[config.mk]
export PLATFORM = sky130hd
export DESIGN_NAME = watch_ui_ctrl
export DESIGN_NICKNAME = d
export VERILOG_FILES = /design/src/rtl/watch_ui_ctrl.sv
export SDC_FILE = /design/constraint.sdc
export NUM_CORES = 1
export LEC_CHECK = 0
export ABC_AREA = 1
export CAP_MARGIN = 25
export CELL_PAD_IN_SITES_DETAIL_PLACEMENT = 0
export CELL_PAD_IN_SITES_GLOBAL_PLACEMENT = 1
export CORE_ASPECT_RATIO = 1.25
export CORE_MARGIN = 2
export CORE_UTILIZATION = 30
export CTS_BUF_LIST = sky130_fd_sc_hd__clkbuf_8
export CTS_CLUSTER_SIZE = 25
export DETAILED_ROUTE_END_ITERATION = 10
export PLACE_DENSITY = 0.64
export SLEW_MARGIN = 20
export SYNTH_ARGS = -nofsm -noshare
export SYNTH_HDL_FRONTEND = slang
export SYNTH_SLANG_ARGS = --single-unit
[constraint.sdc]
create_clock -name i_clk -period 2.95 [get_ports i_clk]
set_input_delay 0.7375 -clock i_clk [delete_from_list [all_inputs] [get_ports i_clk]]
set_output_delay 0.7375 -clock i_clk [all_outputs]
set_load 0.02 [all_outputs]
[src/rtl/watch_ui_ctrl.sv]
// Watch UI sequencer: turns debounced button pulses and the 1 Hz tick into
// display mode, stopwatch control levels/strobes and time-set increment strobes.
//
// state       | meaning
// S_CLOCK     | time display, buttons other than mode ignored
// S_STOPWATCH | sel starts/stops, inc clears (stopped) or toggles lap (running)
// S_SET       | sel picks field, inc bumps it, idle ticks time out to S_CLOCK
module watch_ui_ctrl #(
  parameter int unsigned TIMEOUT_S = 10,
  parameter int unsigned BLINK_DIV = 25_000_000
) (
  input  logic       i_clk,
  input  logic       i_reset,
  input  logic       i_btn_mode,
  input  logic       i_btn_sel,
  input  logic       i_btn_inc,
  input  logic       i_tick_1hz,
  output logic [1:0] o_mode,
  output logic [1:0] o_set_field,
  output logic       o_inc_hour,
  output logic       o_inc_min,
  output logic       o_inc_sec,
  output logic       o_sw_run,
  output logic       o_sw_clear,
  output logic       o_sw_lap,
  output logic       o_blink
);

  typedef enum logic [1:0] {
    S_CLOCK     = 2'd0,
    S_STOPWATCH = 2'd1,
    S_SET       = 2'd2
  } state_t;

  localparam logic [1:0] F_HOUR = 2'd0;
  localparam logic [1:0] F_MIN  = 2'd1;
  localparam logic [1:0] F_SEC  = 2'd2;

  localparam int BW = (BLINK_DIV > 2) ? $clog2(BLINK_DIV) : 1;
  localparam logic [BW-1:0] BLINK_LAST  = BW'(BLINK_DIV - 1);
  localparam logic [7:0]    TIMEOUT_CNT = 8'(TIMEOUT_S);

  state_t          r_state;
  logic [1:0]      r_set_field;
  logic            r_inc_hour;
  logic            r_inc_min;
  logic            r_inc_sec;
  logic            r_sw_run;
  logic            r_sw_clear;
  logic            r_sw_lap;
  logic            r_blink;
  logic [7:0]      r_to_cnt;
  logic [BW-1:0]   r_blink_cnt;

  state_t          w_state_nxt;
  logic [1:0]      w_field_nxt;
  logic            w_inc_hour_nxt;
  logic            w_inc_min_nxt;
  logic            w_inc_sec_nxt;
  logic            w_run_nxt;
  logic            w_clear_nxt;
  logic            w_lap_nxt;
  logic            w_blink_nxt;
  logic [7:0]      w_to_cnt_nxt;
  logic [BW-1:0]   w_blink_cnt_nxt;

  logic            w_mode_p;
  logic            w_sel_p;
  logic            w_inc_p;
  logic [7:0]      w_to_cnt_inc;

  // Only the highest-priority pulse in a cycle survives
  assign w_mode_p     = i_btn_mode;
  assign w_sel_p      = i_btn_sel & ~i_btn_mode;
  assign w_inc_p      = i_btn_inc & ~i_btn_mode & ~i_btn_sel;
  assign w_to_cnt_inc = r_to_cnt + 8'd1;

  always_ff @(posedge i_clk or posedge i_reset) begin
    if (i_reset) begin
      r_state     <= S_CLOCK;
      r_set_field <= F_HOUR;
      r_inc_hour  <= 1'b0;
      r_inc_min   <= 1'b0;
      r_inc_sec   <= 1'b0;
      r_sw_run    <= 1'b0;
      r_sw_clear  <= 1'b0;
      r_sw_lap    <= 1'b0;
      r_blink     <= 1'b1;
      r_to_cnt    <= 8'd0;
      r_blink_cnt <= '0;
    end else begin
      r_state     <= w_state_nxt;
      r_set_field <= w_field_nxt;
      r_inc_hour  <= w_inc_hour_nxt;
      r_inc_min   <= w_inc_min_nxt;
      r_inc_sec   <= w_inc_sec_nxt;
      r_sw_run    <= w_run_nxt;
      r_sw_clear  <= w_clear_nxt;
      r_sw_lap    <= w_lap_nxt;
      r_blink     <= w_blink_nxt;
      r_to_cnt    <= w_to_cnt_nxt;
      r_blink_cnt <= w_blink_cnt_nxt;
    end
  end

  // Timeout/blink defaults are their idle values; only the no-button SET path advances them
  always_comb begin
    w_state_nxt     = r_state;
    w_field_nxt     = r_set_field;
    w_inc_hour_nxt  = 1'b0;
    w_inc_min_nxt   = 1'b0;
    w_inc_sec_nxt   = 1'b0;
    w_run_nxt       = r_sw_run;
    w_clear_nxt     = 1'b0;
    w_lap_nxt       = r_sw_lap;
    w_blink_nxt     = 1'b1;
    w_to_cnt_nxt    = 8'd0;
    w_blink_cnt_nxt = '0;

    case (r_state)
      S_CLOCK: begin
        if (w_mode_p) w_state_nxt = S_STOPWATCH;
      end

      S_STOPWATCH: begin
        if (w_mode_p) begin
          w_state_nxt = S_SET;
          w_field_nxt = F_HOUR;
          w_lap_nxt   = 1'b0;
        end else if (w_sel_p) begin
          w_run_nxt = ~r_sw_run;
        end else if (w_inc_p) begin
          if (r_sw_run) begin
            w_lap_nxt = ~r_sw_lap;
          end else begin
            w_clear_nxt = 1'b1;
            w_lap_nxt   = 1'b0;
          end
        end
      end

      S_SET: begin
        if (w_mode_p) begin
          w_state_nxt = S_CLOCK;
        end else if (w_sel_p) begin
          case (r_set_field)
            F_HOUR:  w_field_nxt = F_MIN;
            F_MIN:   w_field_nxt = F_SEC;
            default: w_field_nxt = F_HOUR;
          endcase
        end else if (w_inc_p) begin
          case (r_set_field)
            F_HOUR:  w_inc_hour_nxt = 1'b1;
            F_MIN:   w_inc_min_nxt  = 1'b1;
            F_SEC:   w_inc_sec_nxt  = 1'b1;
            default: w_inc_hour_nxt = 1'b0;
          endcase
        end else if (i_tick_1hz && (w_to_cnt_inc == TIMEOUT_CNT)) begin
          w_state_nxt = S_CLOCK;
          w_field_nxt = F_HOUR;
        end else begin
          w_to_cnt_nxt = i_tick_1hz ? w_to_cnt_inc : r_to_cnt;
          if (r_blink_cnt == BLINK_LAST) begin
            w_blink_cnt_nxt = '0;
            w_blink_nxt     = ~r_blink;
          end else begin
            w_blink_cnt_nxt = r_blink_cnt + 1'b1;
            w_blink_nxt     = r_blink;
          end
        end
      end

      default: begin
        w_state_nxt = S_CLOCK;
      end
    endcase
  end

  assign o_mode      = r_state;
  assign o_set_field = r_set_field;
  assign o_inc_hour  = r_inc_hour;
  assign o_inc_min   = r_inc_min;
  assign o_inc_sec   = r_inc_sec;
  assign o_sw_run    = r_sw_run;
  assign o_sw_clear  = r_sw_clear;
  assign o_sw_lap    = r_sw_lap;
  assign o_blink     = r_blink;

endmodule

=== After elaboration in Yosys (flattened, before gate mapping) ===
Index checks and enable logic that the tools add are counted.

* Flip-flop bits (word level): 44
* Input port bits: 6
* Output and inout bits: 11
* Word-level logic and storage cells: 101

* Add/sub/neg operators: 2
* Equal/unequal tests: 17
* Multiplexer cells: 54
* Bitwise logic cells: 8
* Reductions and logical operators: 9

{| class="wikitable"
|+ Operators with widths
! operator !! number
|-
| $mux 25 || 6
|-
| $mux 8 || 6
|-
| $mux 1 || 30
|-
| $add 25x1->25 const B || 1
|-
| $eq 25x25->1 const B || 1
|-
| $mux 2 || 9
|-
| $ne 3x3->1 const B || 5
|-
| $ne 6x6->1 const B || 2
|-
| $reduce_and 5->1 || 2
|-
| $add 8x1->8 const B || 1
|-
| $eq 8x4->1 const B || 1
|-
| $ne 2x2->1 const B || 4
|-
| $pmux 2 s2 || 2
|-
| $pmux 2 s3 || 1
|-
| $reduce_and 3->1 || 2
|-
| $not 1->1 || 5
|-
| $eq 2x1->1 const B || 2
|-
| $eq 2x2->1 const B || 2
|-
| $logic_not 2->1 || 2
|-
| $reduce_bool 2->1 || 2
|-
| $and 1x1->1 || 3
|-
| $logic_and 1x1->1 || 1
|}

=== Depth between registers and ports, before layout ===
Gate-level depths: netlist of run 1.

* Depth after elaboration: 8
* Depth in mapped cells: 13
* Mapped depth without buffers: 12

=== Least setup slack after synthesis of run 1 ===
No wires, ideal clock.

* Kind: input to register
* Start: input port i_tick_1hz
* End: register r_blink_cnt[8]
* Library setup time: 0.122 ns
* Arrival: 1.827 ns
* Data required time: 2.828 ns
* Path slack: 1.001 ns
* Stages: 11
* Path buffers: 2
* Cell sequence: clkbuf_2 nand2_1 nor2_1 nand2_1 nor2_1 nand3_2 nand2_2 nor2_4 nand2_4 buf_6 nor2_2

* Cells in the longest elaborated chain, start to end: 6

{| class="wikitable"
|+ Ends and longest elaborated chain
! item !! RTL line !! source
|-
| start: declaration || 17 || <nowiki>input logic i_tick_1hz,</nowiki>
|-
| $logic_and 1x1->1 || 158 || <nowiki>end else if (i_tick_1hz && (w_to_cnt_inc == TIMEOUT_CNT)) begin</nowiki>
|-
| $mux 25 || 158 ||
|-
| $mux 25 || 151 || <nowiki>end else if (w_inc_p) begin</nowiki>
|-
| $mux 25 || 145 || <nowiki>end else if (w_sel_p) begin</nowiki>
|-
| $mux 25 || 143 || <nowiki>if (w_mode_p) begin</nowiki>
|-
| $mux 25 || 120 || <nowiki>case (r_state)</nowiki>
|-
| net w_blink_cnt_nxt[8] || 65 || <nowiki>logic [BW-1:0] w_blink_cnt_nxt;</nowiki>
|-
| end signal: assignment || 102 || <nowiki>r_blink_cnt <= w_blink_cnt_nxt;</nowiki>
|-
| end: declaration || 53 || <nowiki>logic [BW-1:0] r_blink_cnt;</nowiki>
|}

The timed path passes the listed nets, and every way through them passes these cells.
A chain may end at the register's enable or synchronous reset.

=== Worst setup path in the final report of run 1 ===
* Start: register r_blink (netlist: o_blink)
* End: output port o_blink

{| class="wikitable"
|+ RTL lines
! item !! RTL line !! source
|-
| start: declaration || 51 || <nowiki>logic r_blink;</nowiki>
|-
| start signal: assignment || 100 || <nowiki>r_blink <= w_blink_nxt;</nowiki>
|-
| end: declaration || 26 || <nowiki>output logic o_blink</nowiki>
|}

No word-level cell between the ends.

==> impl_metrics.tcl, run 1 <==
set metrics [dict create \
    critPathCaptureType "output pin" \
    powerDensity_nw_per_um2 515.6 \
    wl_per_cell_um 12.81 \
    fin_util_pct 35.72 \
    yosysSeqAreaShare_pct 42.89 \
    synth_top_family_by_area "simple AND/OR/NAND/NOR gates" \
    synth_fp_nets 356 \
    clk_latency_ns 0.31 \
    outcome "finished, final reports clean" \
    clkSinkCount 44 \
    io_buffers 16 \
    worst_ep_required_time_ns 2.21 \
    drive_above_1_share_pct 10.00 \
    crit_buf_inv 1 \
    syn_area_um2 2570 \
    synthAdderAreaFrac_pct 1.461 \
    vias 2208 \
    cpLargestDelayFamily "buffers and inverters" \
    period_share_pct 74.46 \
    io_pins 17 \
    path_cells "clkdlybuf4s50_1" \
    cts_max_path_buffers 2 \
    rsz0062_at_grt "no" \
    synth-simple-area-share_pct 39.39 \
    cp.arrival_ns 1.46 \
    yosys_warnings 0 \
    min_path_type "register to register" \
    drv_slew 0 \
    finalNetCount 378 \
    synth_ff_type "dfrtp_1" \
    cts_tree "yes" \
    drt_iter0_drc 98 \
    cap_violations 0 \
    dieArea_um2 9328 \
    ctsHtreeMaxLevel 2 \
    start_kind "register" \
    yosysUniqueCellTypes 25 \
    dp_hpwl_um 4400 \
    gp_congestion 0.7993 \
    post_cts_buffers 0 \
    max_slew_margin_pct 61.54 \
    area_growth_pct 15.19 \
    tightest_slew_ns 0.5747 \
    setup_viol 0 \
    hold_viol 0 \
    overflow 0 \
    synth_edf_count 0 \
    initial_core_util_pct 31.01 \
    grt_pass1_wl_um 9984 \
    synth_mux_area_share_pct 0 \
    nFillCells 866 \
    synth_area_per_cell_um2 7.406 \
    synth-seq-cells 44 \
    p_leak_uw 0.001255 \
    max_freq_ghz 0.4552 \
    critPathMaxFanout 2 \
    clkTransAtPathRegs_ns 0.10 \
    dp_cells 459 \
    max_stage_delay_ns 0.60 \
    max-vdd-ir-drop_uv 291.5 \
    grt_pass1_vias 2127 \
    final_cells 467 \
    drcViolationCount 0 \
    cts-hold-fix-buffers 0 \
    routed_wl_um 5984 \
    layout_min_cycle_time_ns 2.197 \
    antenna_found_initial 0 \
    ctsResizeCount 0 \
    track_usage_pct 13.54 \
    cts_inserted_buffers 5 \
    diodes 0 \
    async_flop_share_pct 100.0 \
    cts_root_buf "clkbuf_8" \
    vias_per_cell 4.728 \
    core_area_um2 8287 \
    yosys.area_share.xor_xnor_pct 5.453 \
    chipHeight_um 107.5 \
    die_w_um 86.79 \
    cp_slowest_cell "clkdlybuf4s50_1" \
    grt_max_degree 45 \
    setup_tns_ns 0 \
    fp-row-count 37 \
    drt-pass1-iter-count 4 \
    path_class "register to output pin" \
    synth_cells 347 \
    ant_nets 0 \
    synth_compound_area_share_pct 3.262 \
    fin_skew_ns 0.01367 \
]
state kept, by name, indices dropped and copies added (netlist names), 2 cells and up:
register and flops:
r_blink_cnt 25, r_to_cnt 8, o_mode 2, o_set_field 2
cell families after synthesis:
| logic type | after synthesis |
|---|---|
| buffers and inverters | 49 |
| XOR/XNOR | 16 |
| AND/OR/NAND/NOR | 219 |
| adder cells (fa/ha/maj) | 3 |
| AO/OA/AOI/OAI | 16 |
| flip-flops | 44 |
cells in the final DEF, fill, tap and decap left out:
master / instances
nand2_1: 78
nor2_1: 52
inv_1: 45
dfrtp_1: 43
nand3_1: 34
nor3_1: 16
clkdlybuf4s50_1: 16
nor2_2: 15
nand4_1: 13
o21ai_0: 10
xor2_1: 9
xnor2_1: 7
clkbuf_8: 5
a21oi_1: 4
nand2_2: 3
ha_1: 3
nand3_2: 2
nor3_2: 2
nor2_4: 2
buf_4: 2
o21ai_1: 1
o41ai_1: 1
nor4_1: 1
nand2_4: 1
inv_2: 1
bufinv_16: 1
clkinvlp_4: 1
inv_6: 1
dfstp_2: 1
synthesized netlist by cell type (4+ instances only):
cell type	instances	area (um^2)
nand2_1	78	292.8
a21oi_1	4	20.02
nor3_1	16	80.08
nor2_1	52	195.2
dfrtp_1	43	1076
nand4_1	13	81.33
xor2_1	9	78.83
o21ai_0	10	50.05
nand3_1	34	170.2
inv_1	46	172.7
nor2_2	15	93.84
xnor2_1	7	61.31
layer usage:
layer	part of all wire (%)	track usage (%)	wire length [um]
met5	0	0	0
met4	2.4	4.688	141
met3	2.1	2.301	128
met2	50	23.56	2995
met1	45	16.65	2719
final timing paths:
path / startpoint / endpoint / slack [ns] / cells past startpoint
worst min-delay path: r_blink_cnt[0]$_DFF_PP0_ / r_blink_cnt[0]$_DFF_PP0_ / 0.47 / 1
worst max register to register: r_to_cnt[0]$_DFFE_PP0P_ / r_blink_cnt[13]$_DFF_PP0_ / 0.83 / 10
max in group asynchronous: i_reset / r_blink_cnt[20]$_DFF_PP0_ / 1.66 / 3
worst min register to register: r_blink_cnt[0]$_DFF_PP0_ / r_blink_cnt[0]$_DFF_PP0_ / 0.47 / 1
worst max-delay path: o_blink$_DFFE_PP1P_ / o_blink / 0.75 / 1
min in group asynchronous: i_reset / r_blink_cnt[2]$_DFF_PP0_ / 0.89 / 3
cell type report:
class	count	area, um^2	share of cell area, %
clock buffer	5	68.82	2.325
timing repair buffer	18	175.2	5.917
inverter	46	172.7	5.833
tap	97	121.4	4.100
multi-input combinational	254	1274	43.03
sequential	44	1102	37.24
clock inverter	3	46.29	1.564
stage by stage:
stage / hold slack, ns / setup slack [ns] / total power (uW) / cell area (um^2)
after floorplan: 0.4314 / 1.001 / 917.3 / 2570
after global placement: 0.4499 / 0.5649 / 1053 / 2845
after detailed placement: 0.4590 / 0.5250 / 1052 / 2845
after CTS: 0.4730 / 0.7467 / 1541 / 2960
after global routing: 0.4900 / 0.6049 / 1599 / 2960
final: 0.4690 / 0.7533 / 1526 / 2960
where the power goes:
part | internal, uW | switching (uW) | total [uW]
registers | 641 | 46.8 | 688
clock network | 255 | 234 | 489
logic | 128 | 220 | 349
(Power assumes the default switching activity.)
==> run 2, diff against run 1 <==
--- a/config.mk
+++ b/config.mk
@@ -15,7 +15,7 @@
 export CTS_BUF_LIST = sky130_fd_sc_hd__clkbuf_8
 export CTS_CLUSTER_SIZE = 25
 export DETAILED_ROUTE_END_ITERATION = 10
-export PLACE_DENSITY = 0.64
+export PLACE_DENSITY = 0.67
 export SLEW_MARGIN = 20
 export SYNTH_ARGS = -nofsm -noshare
 export SYNTH_HDL_FRONTEND = slang
==> constraint.sdc (replaced) <==
create_clock -name i_clk -period 2 [get_ports i_clk]
set_input_delay 0.5 -clock i_clk [delete_from_list [all_inputs] [get_ports i_clk]]
set_output_delay 0.5 -clock i_clk [all_outputs]
set_load 0.02 [all_outputs]
==> impl_metrics.tcl, run 2 (synthesis gave the netlist of run 1 again) <==
set metrics [dict create \
    cts_root_buf "clkbuf_8" \
    ctsHtreeMaxLevel 2 \
    antenna_found_initial 0 \
    top_layer_used "met4" \
    grt_pass1_wl_um 10520 \
    crit_buf_inv 1 \
    core_area_um2 8287 \
    max_freq_ghz 0.5127 \
    timing.hold.ws_ns 0.4641 \
    cts-hold-fix-buffers 0 \
    largestRegisters "r_blink_cnt (25), r_to_cnt (8)" \
    max-vdd-ir-drop_uv 482.1 \
    clkSinkCount 44 \
    r2r-end "r_to_cnt[7]$_DFFE_PP0P_" \
    dieArea_um2 9328 \
    clk_latency_ns 0.30 \
    worst_slack_ns 0.04938 \
    grt_max_degree 18 \
    powerDensity_nw_per_um2 690.2 \
    finalNetCount 397 \
    largest_register "r_blink_cnt" \
    overflow 0 \
    hold_viol 0 \
    start_kind "register" \
    grt_pass1_vias 2276 \
    outcome "finished, final reports clean" \
    wl_met2_um 2985 \
    gp_congestion 0.8243 \
    path_class "register to output pin" \
    initial_core_util_pct 31.01 \
    cpLargestDelayFamily "buffers and inverters" \
    p_int_uw 1438 \
    drv_slew 0 \
    vias_per_cell 4.705 \
    area_growth_pct 21.86 \
    track_usage_pct 14.09 \
    worst_ep_required_time_ns 1.50 \
    vias 2282 \
    drt_iter0_drc 62 \
    fin_skew_ns 0.01085 \
    period_share_pct 97.53 \
    io_pins 17 \
    diodes 0 \
    p_comb_share_pct 27.6 \
    final_common_cell "nand2_1" \
    setup_tns_ns 0 \
    fp-row-count 37 \
    path_cells "clkdlybuf4s50_1" \
    cts_max_path_buffers 2 \
    routed_wl_um 5890 \
    wl_per_cell_um 12.14 \
    cap_violations 0 \
    whs_endpoint "r_blink_cnt[0]$_DFF_PP0_" \
    cp.arrival_ns 1.45 \
    drive_above_1_share_pct 15.21 \
    place_ws_ns -0.05305 \
    drcViolationCount 0 \
    critPathCaptureType "output pin" \
    power_frac_clock_pct 25.4 \
    cp_slowest_cell "clkdlybuf4s50_1" \
    reg2reg_from "r_to_cnt[0]$_DFFE_PP0P_" \
    clkTransAtPathRegs_ns 0.08 \
    die_w_um 86.79 \
    critPathMaxFanout 2 \
    ff2ff_setup_slack_ns 0.18 \
    pwr-share-seq_pct 47.0 \
    largest_reg_flops 25 \
    max_slew_margin_pct 71.31 \
    rr_worst_depth 12 \
    min_path_type "register to register" \
    layout_min_cycle_time_ns 1.951 \
    p_switching_uw 723.9 \
    max_stage_delay_ns 0.61 \
    rsz0062_at_grt "no" \
    power.total_uw 2161 \
    io_buffers 16 \
    wl_met3_um 159 \
    final_cell_mix "78 x nand2_1, 49 x nor2_1, 45 x inv_1" \
    drt-met1-wl_um 2729 \
    p_leak_uw 0.001357 \
    post_cts_buffers 0 \
    setup_viol 0 \
    hp-start "r_blink_cnt[0]$_DFF_PP0_" \
    cts_tree "yes" \
    ant_nets 0 \
    switching_share_pct 33.49 \
    holdPathStages 1 \
    cts_inserted_buffers 5 \
    tightest_slew_ns 0.4298 \
    drt-pass1-iter-count 4 \
    dp_hpwl_um 4587 \
    chipHeight_um 107.5 \
]
## run 2: cell type report
cell class | count | area [um^2]
Fill cell | 876 | 5155
Multi-Input combinational cell | 254 | 1286
Sequential cell | 44 | 1102
Timing Repair Buffer | 37 | 367.9
Inverter | 46 | 172.7
Tap cell | 97 | 121.4
Clock buffer | 5 | 68.82
Clock inverter | 2 | 12.51
## run 2: worst max-delay path by stage
| stage | slack, ns | from | depth (start not counted) | end |
|---|---|---|---|---|
| floorplan | 0.21 | r_to_cnt[0]$_DFFE_PP0P_ | 12 | r_blink_cnt[8]$_DFF_PP0_ |
| CTS | 0.01 | r_blink_cnt[0]$_DFF_PP0_ | 10 | r_blink_cnt[24]$_DFF_PP0_ |
| global placement | -0.02 | i_tick_1hz | 11 | r_to_cnt[6]$_DFFE_PP0P_ |
| detailed placement | -0.05 | i_tick_1hz | 11 | r_to_cnt[6]$_DFFE_PP0P_ |
| finish | 0.05 | o_blink$_DFFE_PP1P_ | 1 | o_blink |
| global route | 0.009 | r_to_cnt[0]$_DFFE_PP0P_ | 12 | r_to_cnt[7]$_DFFE_PP0P_ |
## run 2: metal layers
| layer | GRT usage [%] | vias to the layer above |
|---|---|---|
| li1 | - | 1190 |
| met1 | 18.12 | 1063 |
| met2 | 24.32 | 27 |
| met3 | 2.454 | 2 |
| met4 | 3.348 | 0 |
| met5 | 0 | - |
## run 2: timing repair
item	CTS	global route
hold endpoints to repair	0	0
gates resized for setup	0	4
setup endpoints to repair	0	23
## run 2: metrics by stage
stage	cell area, um^2	std cells	util, %
floorplan	2570	347	-
finish	3132	485	37.79
detailed placement	3038	478	36.66
CTS	3119	485	37.64
global route	3132	485	37.79
global placement	3038	478	36.66
## run 2: power by group through the flow
stage / sequential (uW) / clock [uW] / combinational, uW
2_1_floorplan: 1090 / 0 / 265
3_3_place_gp: 1030 / 0 / 601
3_5_place_dp: 1030 / 0 / 600
4_1_cts: 1020 / 572 / 602
5_1_grt: 1030 / 608 / 673
6_report: 1020 / 550 / 597
==> run 3, diff against run 2 <==
--- a/config.mk
+++ b/config.mk
@@ -16,6 +16,7 @@
 export CTS_CLUSTER_SIZE = 25
 export DETAILED_ROUTE_END_ITERATION = 10
 export PLACE_DENSITY = 0.67
+export SETUP_SLACK_MARGIN = 0.4
 export SLEW_MARGIN = 20
 export SYNTH_ARGS = -nofsm -noshare
 export SYNTH_HDL_FRONTEND = slang
==> impl_metrics.tcl, run 3 (synthesis gave the netlist of run 1 again) <==
set metrics [dict create \
    setup_tns_ns 0 \
    largest_reg_flops 25 \
    cts_max_path_buffers 2 \
    fp-row-count 37 \
    max_slew_margin_pct 78.31 \
    p_switching_uw 809.6 \
    io_pins 17 \
    final_cell_mix "61 x nand2_1, 44 x inv_1, 40 x dfrtp_1" \
    gp_congestion 0.7914 \
    vias 2402 \
    fin_util_pct 43.61 \
    chipHeight_um 107.5 \
    timing.hold.ws_ns 0.4646 \
    largest_register "r_blink_cnt" \
    max-vdd-ir-drop_uv 487.3 \
    drv_slew 0 \
    initial_core_util_pct 31.01 \
    vias_per_cell 4.747 \
    track_usage_pct 15.16 \
    ctsHtreeMaxLevel 2 \
    cts_tree "yes" \
    area_growth_pct 40.60 \
    fin_skew_ns 0.01119 \
    critPathCaptureType "register" \
    dieArea_um2 9328 \
    core_area_um2 8287 \
    largestRegisters "r_blink_cnt (25), r_to_cnt (8)" \
    cap_violations 0 \
    min_path_type "input pin to async pin" \
    wl_per_cell_um 13.06 \
    p_int_uw 1494 \
    setup_viol 0 \
    drt_iter0_drc 102 \
    routed_wl_um 6609 \
    start_kind "register" \
    ant_nets 0 \
    final_cells 506 \
    max_freq_ghz 0.5642 \
    overflow 0 \
    reg2reg_from "r_to_cnt[0]$_DFFE_PP0P_" \
    powerDensity_nw_per_um2 637.6 \
    period_share_pct 88.62 \
    io_buffers 16 \
    grt_pass1_vias 2384 \
    grt_max_degree 26 \
    p_leak_uw 0.001529 \
    dp_cells 474 \
    diodes 0 \
    rsz0062_at_grt "yes" \
    drt-pass1-iter-count 4 \
    antenna_found_initial 0 \
    pwr-share-seq_pct 44.0 \
    p_comb_share_pct 30.2 \
    drive_above_1_share_pct 33.01 \
    clkTransAtPathRegs_ns 0.09 \
    clk_latency_ns 0.30 \
    clkSinkCount 44 \
    cp.arrival_ns 1.96 \
    finalNetCount 417 \
    grt_pass1_wl_um 11170 \
    drcViolationCount 0 \
    final_common_cell "nand2_1" \
    critPathMaxFanout 6 \
    worst_ep_required_time_ns 2.19 \
    outcome "finished, final reports clean" \
    power_frac_clock_pct 25.8 \
    tightest_slew_ns 0.3220 \
    dp_hpwl_um 4525 \
    hold_viol 0 \
    layout_min_cycle_time_ns 1.772 \
    cp-startpoint "r_to_cnt[0]$_DFFE_PP0P_" \
    nFillCells 867 \
    die_w_um 86.79 \
    cts_inserted_buffers 5 \
    path_class "register to register" \
    cts_root_buf "clkbuf_8" \
    switching_share_pct 35.14 \
]
==> run 3: cell count changes in the layout (fill, tap and decap cells not counted), moves of 4 or more <==
cell	before	now
clkdlybuf4s50_1	16	5
nand3_1	34	22
buf_6	0	9
nor2_1	49	36
nand2_1	78	61
buf_4	17	27
nand3_4	0	4
nand2_2	3	18
dlygate4sd2_1	0	5
nor2_4	2	14
nand3_2	2	10
==> run 3: power groups by stage <==
stage	logic (uW)	clock network, uW	registers (uW)
global placement	589	0	1030
floorplan	277	0	1090
detailed placement	587	0	1030
global route	777	655	1030
CTS	657	623	1010
finish	697	594	1010
==> run 3: path summary, 6_finish.rpt <==
path,end,slack (ns),cells past startpoint
min,r_blink_cnt[18]$_DFF_PP0_,0.46,2
min reg2reg,o_sw_lap$_DFFE_PP0P_,0.49,1
max reg2reg,r_to_cnt[7]$_DFFE_PP0P_,0.23,12
max,r_to_cnt[7]$_DFFE_PP0P_,0.23,12
min in group i_clk,o_sw_lap$_DFFE_PP0P_,0.49,1
max in group asynchronous,r_to_cnt[2]$_DFFE_PP0P_,1.08,3
==> run 3: worst max-delay path: stages (launching register included) <==
cell	delay, ns
dfrtp_2	0.45
ha_4	0.19
nand3_4	0.09
nand2_1	0.07
nand2_2	0.09
nand2_2	0.07
nor2_4	0.15
nand2_1	0.09
nor2_2	0.14
nor2_4	0.06
buf_6	0.14
nand4_1	0.06
nand2_1	0.06
==> run 3: area by class of cell <==
type / instances / area [um^2] / area share (%)
sequential: 44 / 1106 / 30.61
clock buffer: 6 / 82.58 / 2.285
multi-input combinational: 257 / 1629 / 45.08
timing repair buffer: 54 / 489.2 / 13.54
inverter: 46 / 175.2 / 4.848
clock inverter: 2 / 10.01 / 0.2770
tap: 97 / 121.4 / 3.359
==> run 3: layer usage <==
metal	up-vias	wire length, um	GRT usage (%)
met3	9	127	2.454
li1	1227	-	-
met4	0	89	4.241
met1	1143	2817	18.09
met2	23	3575	27.59
met5	-	0	0
==> run 3: per-stage QoR <==
stage	setup slack, ns	instance area (um^2)	power (uW)
after floorplan	0.2746	2599	1365
after global placement	0.007229	2989	1622
after detailed placement	-0.04472	2989	1619
after CTS	0.2646	3433	2293
after global routing	0.1005	3613	2461
final	0.2276	3613	2304
==> run 3: timing repair <==
action,4_1_cts,5_1_grt
pin swaps,15,17
gates cloned,3,1
gates resized for setup,62,45
hold buffers,0,0
setup endpoints to repair,48,46
setup buffers,16,4
